### config.mk
export PLATFORM = sky130hd
export DESIGN_NAME = port_arbiter
export DESIGN_NICKNAME = d
export VERILOG_FILES = /design/src/rtl/pgnoc_pkg.sv /design/src/rtl/rr_pick.sv /design/src/rtl/port_arbiter.sv
export SDC_FILE = /design/constraint.sdc
export NUM_CORES = 1
export LEC_CHECK = 0
export CAP_MARGIN = 20
export CORE_AREA = 3 3 64 66
export CTS_BUF_LIST = sky130_fd_sc_hd__clkbuf_4 sky130_fd_sc_hd__clkbuf_8 sky130_fd_sc_hd__clkbuf_16
export DETAILED_ROUTE_END_ITERATION = 8
export DIE_AREA = 0 0 67 69
export GPL_TIMING_DRIVEN = 0
export PLACE_DENSITY = 0.84
export REMOVE_ABC_BUFFERS = 1
export SLEW_MARGIN = 15
export SYNTH_ARGS = -nofsm -noshare
export SYNTH_HDL_FRONTEND = slang
export SYNTH_SLANG_ARGS = --single-unit
### constraint.sdc
create_clock -name clk -period 7.4 [get_ports clk]
set_input_delay 1.48 -clock clk [delete_from_list [all_inputs] [get_ports clk]]
set_output_delay 1.48 -clock clk [all_outputs]
set_load 0.02 [all_outputs]
### src/rtl/pgnoc_pkg.sv
// Shared NoC definitions: arbiter state encoding and a width helper.
package pgnoc_pkg;

    typedef enum logic {
        IDLE = 1'b0,
        BUSY = 1'b1
    } arb_state_e;

    // Ceiling log2 with a floor of 1 so single-entry indices still get a bit.
    function automatic int unsigned clog2(input int unsigned value);
        int unsigned r;
        r = 0;
        while ((64'd1 << r) < 64'(value)) r++;
        return (r == 0) ? 1 : r;
    endfunction

endpackage

### src/rtl/rr_pick.sv
// Round-robin picker: first requesting port at or after ptr, wrapping past PORTS_NUM.
module rr_pick
    import pgnoc_pkg::*;
#(
    parameter int unsigned PORTS_NUM = 4,
    localparam int unsigned IDX_W    = clog2(PORTS_NUM + 1)
) (
    input  logic [PORTS_NUM:0] req,
    input  logic [IDX_W-1:0]   ptr,
    output logic               found,
    output logic [IDX_W-1:0]   idx
);

    int unsigned off;
    int unsigned cand;

    // Scan offsets from largest to smallest so the nearest requester wins last.
    always_comb begin
        found = 1'b0;
        idx   = '0;
        off   = 0;
        cand  = 0;
        for (int unsigned k = 0; k <= PORTS_NUM; k++) begin
            off  = PORTS_NUM - k;
            cand = 32'(ptr) + off;
            if (cand > PORTS_NUM) cand = cand - (PORTS_NUM + 1);
            if (req[IDX_W'(cand)]) begin
                found = 1'b1;
                idx   = IDX_W'(cand);
            end
        end
    end

endmodule

### src/rtl/port_arbiter.sv
// Burst-limited round-robin arbiter feeding a single downstream write buffer.
module port_arbiter
    import pgnoc_pkg::*;
#(
    parameter int unsigned PORTS_NUM = 4,
    parameter int unsigned BURST_LEN = 4,
    localparam int unsigned IDX_W    = clog2(PORTS_NUM + 1)
) (
    input  logic               clk,
    input  logic               a_rst,
    input  logic [PORTS_NUM:0] req,
    input  logic               is_full,
    output logic [PORTS_NUM:0] grant,
    output logic [IDX_W-1:0]   grant_idx,
    output logic [PORTS_NUM:0] ack,
    output logic               wr_req
);

    localparam int unsigned NP = PORTS_NUM + 1;

    arb_state_e       state_q, state_d;
    logic [IDX_W-1:0] rr_ptr_q, rr_ptr_d;
    logic [7:0]       burst_cnt_q, burst_cnt_d;
    logic [NP-1:0]    grant_q, grant_d;
    logic [IDX_W-1:0] grant_idx_q, grant_idx_d;

    logic [IDX_W-1:0] nxt_ptr;
    logic [IDX_W-1:0] pick_ptr;
    logic             pick_found;
    logic [IDX_W-1:0] pick_idx;
    logic             xfer;
    logic             release_c;

    assign ack    = grant_q & req & {NP{~is_full}};
    assign wr_req = |ack;
    assign xfer   = wr_req;

    assign grant     = grant_q;
    assign grant_idx = grant_idx_q;

    assign nxt_ptr   = (grant_idx_q == IDX_W'(PORTS_NUM)) ? '0 : grant_idx_q + IDX_W'(1);
    // While busy the picker only matters on release, where it searches past the current owner.
    assign pick_ptr  = (state_q == BUSY) ? nxt_ptr : rr_ptr_q;
    assign release_c = (state_q == BUSY) &&
                       (!req[grant_idx_q] || (xfer && burst_cnt_q == 8'(BURST_LEN - 1)));

    rr_pick #(
        .PORTS_NUM(PORTS_NUM)
    ) u_pick (
        .req  (req),
        .ptr  (pick_ptr),
        .found(pick_found),
        .idx  (pick_idx)
    );

    // Next-state: grant on pick, count transfers, hand over on release.
    always_comb begin
        state_d     = state_q;
        rr_ptr_d    = rr_ptr_q;
        burst_cnt_d = burst_cnt_q;
        grant_d     = grant_q;
        grant_idx_d = grant_idx_q;
        if (state_q == IDLE || release_c) begin
            if (release_c) rr_ptr_d = nxt_ptr;
            burst_cnt_d = 8'd0;
            if (pick_found) begin
                state_d     = BUSY;
                grant_d     = NP'(1) << pick_idx;
                grant_idx_d = pick_idx;
            end else begin
                state_d     = IDLE;
                grant_d     = '0;
                grant_idx_d = '0;
            end
        end else if (xfer) begin
            burst_cnt_d = burst_cnt_q + 8'd1;
        end
    end

    always_ff @(posedge clk or negedge a_rst) begin
        if (!a_rst) begin
            state_q     <= IDLE;
            rr_ptr_q    <= '0;
            burst_cnt_q <= 8'd0;
            grant_q     <= '0;
            grant_idx_q <= '0;
        end else begin
            state_q     <= state_d;
            rr_ptr_q    <= rr_ptr_d;
            burst_cnt_q <= burst_cnt_d;
            grant_q     <= grant_d;
            grant_idx_q <= grant_idx_d;
        end
    end

endmodule

**Yosys cells after proc, flatten, opt, wreduce, memory -nomap -nowiden**

Cells that the tools add are included.

- Bits in registers: 20
- Input port bits: 8
- Output and inout bits: 14
- Logic and storage cells: 76

- $add $sub $neg: 11
- Order comparisons: 11
- Eq/ne operators: 2
- Shift operators: 1
- Multiplexer cells: 34
- Bitwise gates (word level): 4
- Reductions and logical operators: 8

Operator list:

| cell | count |
|---|---|
| two-way mux 3 bit | 13 |
| < comparator 3 x 4 -> 1 bit, second input constant | 6 |
| binary-select mux 1 bit (select 3 bit) | 6 |
| greater-than comparator 4 x 3 -> 1 bit, second input constant | 4 |
| two-way mux 8 bit | 2 |
| subtractor 3 bit, second input constant | 5 |
| two-way mux 1 bit | 12 |
| bitwise AND 5 bit | 2 |
| adder 3 x 2 -> 4 bit, second input constant | 2 |
| adder 8 x 1 -> 8 bit, second input constant | 1 |
| == test 8 x 2 -> 1 bit, second input constant | 1 |
| two-way mux 5 bit | 1 |
| OR reduction 5 bit | 1 |
| << shifter 1 x 3 -> 5 bit, first input constant | 1 |
| adder 3 x 1 -> 4 bit, second input constant | 1 |
| adder 3 x 3 -> 4 bit, second input constant | 1 |
| adder 3 x 1 -> 3 bit, second input constant | 1 |
| == test 3 bit, second input constant | 1 |
| greater-than comparator 3 bit, second input constant | 1 |
| logical AND 1 bit | 2 |
| logical OR 1 bit | 2 |
| inverter 1 bit | 2 |
| AND reduction 2 bit | 1 |
| nonzero test 2 bit | 1 |
| zero test 1 bit | 1 |

**Longest topological paths before layout**

- Word-level depth: 15
- Mapped depth: 16
- Gate-level depth less buffers: 15

**Cells and area by module**

Synthesis repeated with hierarchy kept, for this count alone.

- Cell total of the unflattened synthesis: 257
- Area total of the unflattened synthesis: 2170.8 um2

Modules (own cells, without submodules):

| module | instances | cells an instance | area an instance (um2) |
|---|---|---|---|
| port_arbiter | 1 | 116 | 1141.1 |
| rr_pick | 1 | 141 | 1029.7 |

**Worst setup path before layout**

Ideal clock, no wire load.

- Path type: register -> register
- Start: register grant_idx_q[0] (netlist: grant_idx[0])
- End: register grant_q[3] (netlist: grant[3])
- Data arrival time: 3.974 ns
- Setup slack: 3.305 ns
- Cell stages (with the launch flop): 16
- Buffers on the path: 1
- Clock period less this slack: 4.095 ns
- Cell sequence: dfrtp_1 > inv_1 > ha_1 > a21oi_1 > mux2i_2 > clkbuf_1 > ha_1 > and2_1 > a32oi_2 > and2_4 > o311a_1 > a22o_1 > and2_4 > mux2_4 > a211o_1 > a32o_1

- Word-level cells in the longest chain between the ends: 15
- Elaborated cells on any way between the ends: 51

RTL lines:

| what | RTL line | text |
|---|---|---|
| start, declared | port_arbiter.sv:25 | `logic [IDX_W-1:0] grant_idx_q, grant_idx_d;` |
| start signal, assigned | port_arbiter.sv:92 | `grant_idx_q <= grant_idx_d;` |
| adder 3 x 1 -> 3 bit or == test 3 bit (tied branches) | port_arbiter.sv:41 | `assign nxt_ptr = (grant_idx_q == IDX_W'(PORTS_NUM)) ? '0 : grant_idx_q + IDX_W'(1);` |
| two-way mux 3 bit | port_arbiter.sv:41 |  |
| two-way mux 3 bit | port_arbiter.sv:43 | `assign pick_ptr = (state_q == BUSY) ? nxt_ptr : rr_ptr_q;` |
| adder 3 x 3 -> 4 bit | rr_pick.sv:25 | `cand = 32'(ptr) + off;` |
| greater-than comparator 4 x 3 -> 1 bit or subtractor 3 bit (tied branches) | rr_pick.sv:26 | `if (cand > PORTS_NUM) cand = cand - (PORTS_NUM + 1);` |
| two-way mux 3 bit | rr_pick.sv:26 |  |
| binary-select mux 1 bit (select 3 bit) | rr_pick.sv:27 | `if (req[IDX_W'(cand)]) begin` |
| two-way mux 1 bit (not written as such) | rr_pick.sv:27 |  |
| two-way mux 3 bit (5 in a row) | rr_pick.sv:27 |  |
| << shifter 1 x 3 -> 5 bit | port_arbiter.sv:68 | `grant_d = NP'(1) << pick_idx;` |
| two-way mux 5 bit | port_arbiter.sv:66 | `if (pick_found) begin` |
| end signal, assigned | port_arbiter.sv:91 | `grant_q <= grant_d;` |
| end, declared | port_arbiter.sv:24 | `logic [NP-1:0] grant_q, grant_d;` |

Parallel ways exist; a longest one is shown, timed or not. The select of a mux whose other input is x is not followed.
A chain may end at the register's enable or synchronous reset.

**Worst setup path in the final report**

- Start: input port req[0]
- End: output port wr_req

- Word-level cells in the longest chain between the ends: 3

RTL lines:

| what | RTL line | text |
|---|---|---|
| start, declared | port_arbiter.sv:11 | `input logic [PORTS_NUM:0] req,` |
| bitwise AND 5 bit (2 in a row) | port_arbiter.sv:34 | `assign ack = grant_q & req & {NP{~is_full}};` |
| OR reduction 5 bit | port_arbiter.sv:35 | `assign wr_req = \|ack;` |
| end, declared | port_arbiter.sv:16 | `output logic wr_req` |

Every way passes these cells.

==> out/metrics.cfg <==
[clocking]
clockRootBuffer = clkbuf_8
clk_latency_ns = 0.26
cts_max_level = 1
hold_buffers = 0
cts_made_buffers = 3
cts_tree = yes
cts_resized = 0
post_cts.repair.setup_buffers = 0
ctsLongestPathBuffers = 2
path_clk_slew_ns = 0.07
clock-sinks = 20

[route]
drt-total-wl_um = 5760
drt_pass1_iterations = 4
drtIter0Drc = 189
wl_met3_um = 432
ant_nets = 0
route.layer.met1.wl_um = 2560
drc = 0
routed.top_layer = met4
vias = 2195
route.met2.wl_um = 2730
vias_per_cell = 6.51
routedWlPerCell_um = 17.1

[synth]
yosysSeqAreaShare = 0.227
netlist_top_cells_count = nand2_1, nor2_1, dfrtp_1
synth.top_cells.by_area = dfrtp_1, ha_1, nand2_1
synth.distinct_cells = 65
async_reset_ff_frac = 1.00
synthCells = 274
yosysTopAreaCell = dfrtp_1
netlist_area_sq_mm = 0.00220
synth_flop_cell = dfrtp_1
avgSynthCellArea_sq_um = 8.03
yosysWarnings = 0
synth_edf_count = 0
yosysTopAreaCellShare = 0.227
yosysMostFrequentCell = nand2_1
ys_ff_latch = 20

[sta]
tns_ns = 0
tightest_slew_ns = 0.857
clock_skew_ns = 0.00208
min_period_ns = 5.10
layout_worst_path_cycle_share = 0.690
drv_slew = 0
final_hold_viol_count = 0
slew_headroom = 0.427
setup_viol = 0
rsz0062_at_grt = false
fmax_mhz = 196

[place]
hpwl_um = 4140
finalWeightedCongestion = 0.932
port_buffers = 21
dpl_cell_area_sq_mm = 0.00244

[layout]
fillers = 321
antenna_cells = 0
nNetsFinal = 311
drive_above_1_share = 0.0865
design_area_sq_mm = 0.00249
area_growth_syn_to_layout_pct = 13.2

[floorplan]
start_util = 0.606
io_pins = 22
die_area_sq_mm = 0.00462
core_area_sq_mm = 0.00363
die_h_um = 69
die_w_um = 67
rows = 22

[global_routing]
grt_first_pass_wirelength_um = 9400
grt-ovfl-total = 0
grt_pass1_vias = 2020
grtUsageTotal = 0.253
grt_max_degree = 27
antenna_found_initial = 0

[worst_hold_path]
hp-class = register to register

[flow_run]
maxCapViolCount = 0

[worst_setup_path]
crit_path_start_kind = input port
crit_required_ns = 5.92
endpoint_kind = primary output
cp_max_fo = 8
arrival_ns = 3.62
path_class = input port to primary output

[outcome]
status = finished clean

## area by class of cell
type	instances	area, sq um	share of cell area
well taps	48	60.1	0.0241
flip-flops and latches	20	500	0.201
multi-input cells	229	1600	0.643
inverters	14	52.6	0.0211
clock buffers	4	55.1	0.0221
repair buffers	22	221	0.0889
## critical path: stages
cell and delay (ns):
clkdlybuf4s50_1 0.62, inv_1 0.20, nor3b_1 0.29, nor3_1 0.10, nand2_1 0.27, clkdlybuf4s50_1 0.67
## registers in the layout, summed over array words and instances, names as in the netlist
name,flops
grant,5
burst_cnt_q,8
grant_idx,3
state_q,1
rr_ptr_q,3
## routing by layer
layer,vias to the layer above,track usage
li1,1064,-
met1,1043,0.362
met2,84,0.398
met3,4,0.0586
met4,0,0.0293
met5,-,0
## path summary, 6_finish.rpt
check                      cells past startpoint                       to                     start  slack (ns)
setup reg to reg                              14     grant[3]$_DFFE_PN0N_  grant_idx[0]$_DFFE_PN0N_        2.95
hold / removal                                 1  rr_ptr_q[2]$_DFFE_PN0P_   rr_ptr_q[2]$_DFFE_PN0P_        0.48
min in group asynchronous                      1     grant[2]$_DFFE_PN0N_                     a_rst        1.71
setup / recovery                               6                   wr_req                    req[0]        2.30
hold reg to reg                                1  rr_ptr_q[2]$_DFFE_PN0P_   rr_ptr_q[2]$_DFFE_PN0P_        0.48
max in group asynchronous                      1  rr_ptr_q[2]$_DFFE_PN0P_                     a_rst        5.16
## through the flow
step | setup slack [ns] | hold slack [ns] | instances | util
floorplan | 3.32 | 0.450 | 263 | -
global placement | 2.30 | 0.468 | 332 | 0.668
detailed placement | 2.32 | 0.467 | 333 | 0.671
CTS | 2.32 | 0.483 | 337 | 0.686
global route | 2.17 | 0.520 | 337 | 0.686
finish | 2.30 | 0.481 | 337 | 0.686
## placed cells by master, fill, tap and decap left out, types with 4 or more instances in the layout
cell type | synthesis | layout
nand2_1 | 26 | 26
nor2_1 | 25 | 25
clkdlybuf4s50_1 | 0 | 21
dfrtp_1 | 20 | 20
a21oi_1 | 15 | 15
ha_1 | 13 | 13
inv_1 | 12 | 12
o21ai_0 | 10 | 10
nand4_1 | 9 | 9
and2_1 | 7 | 7
nand3_1 | 7 | 7
nor3b_1 | 6 | 6
nor3_1 | 6 | 6
o22ai_1 | 6 | 6
nand2b_1 | 5 | 5
mux2_2 | 5 | 5
xor2_1 | 5 | 5
a21o_1 | 5 | 5
o21ai_1 | 4 | 4
mux2i_1 | 4 | 4
o211ai_1 | 4 | 4
xnor2_1 | 4 | 4
clkbuf_8 | 0 | 4
## kinds of logic after synthesis
family	after synthesis	share of synthesized area
AO/OA/AOI/OAI	85	0.292
multiplexers	12	0.0671
flip-flops	20	0.227
adder cells (fa/ha/maj)	13	0.0739
buffers and inverters	25	0.0443
XOR/XNOR	9	0.0358
AND/OR/NAND/NOR	110	0.259
Power is left out: the tool's default activity adds up to more than one toggle a clock period on the data nets, which glitch-free logic cannot reach.
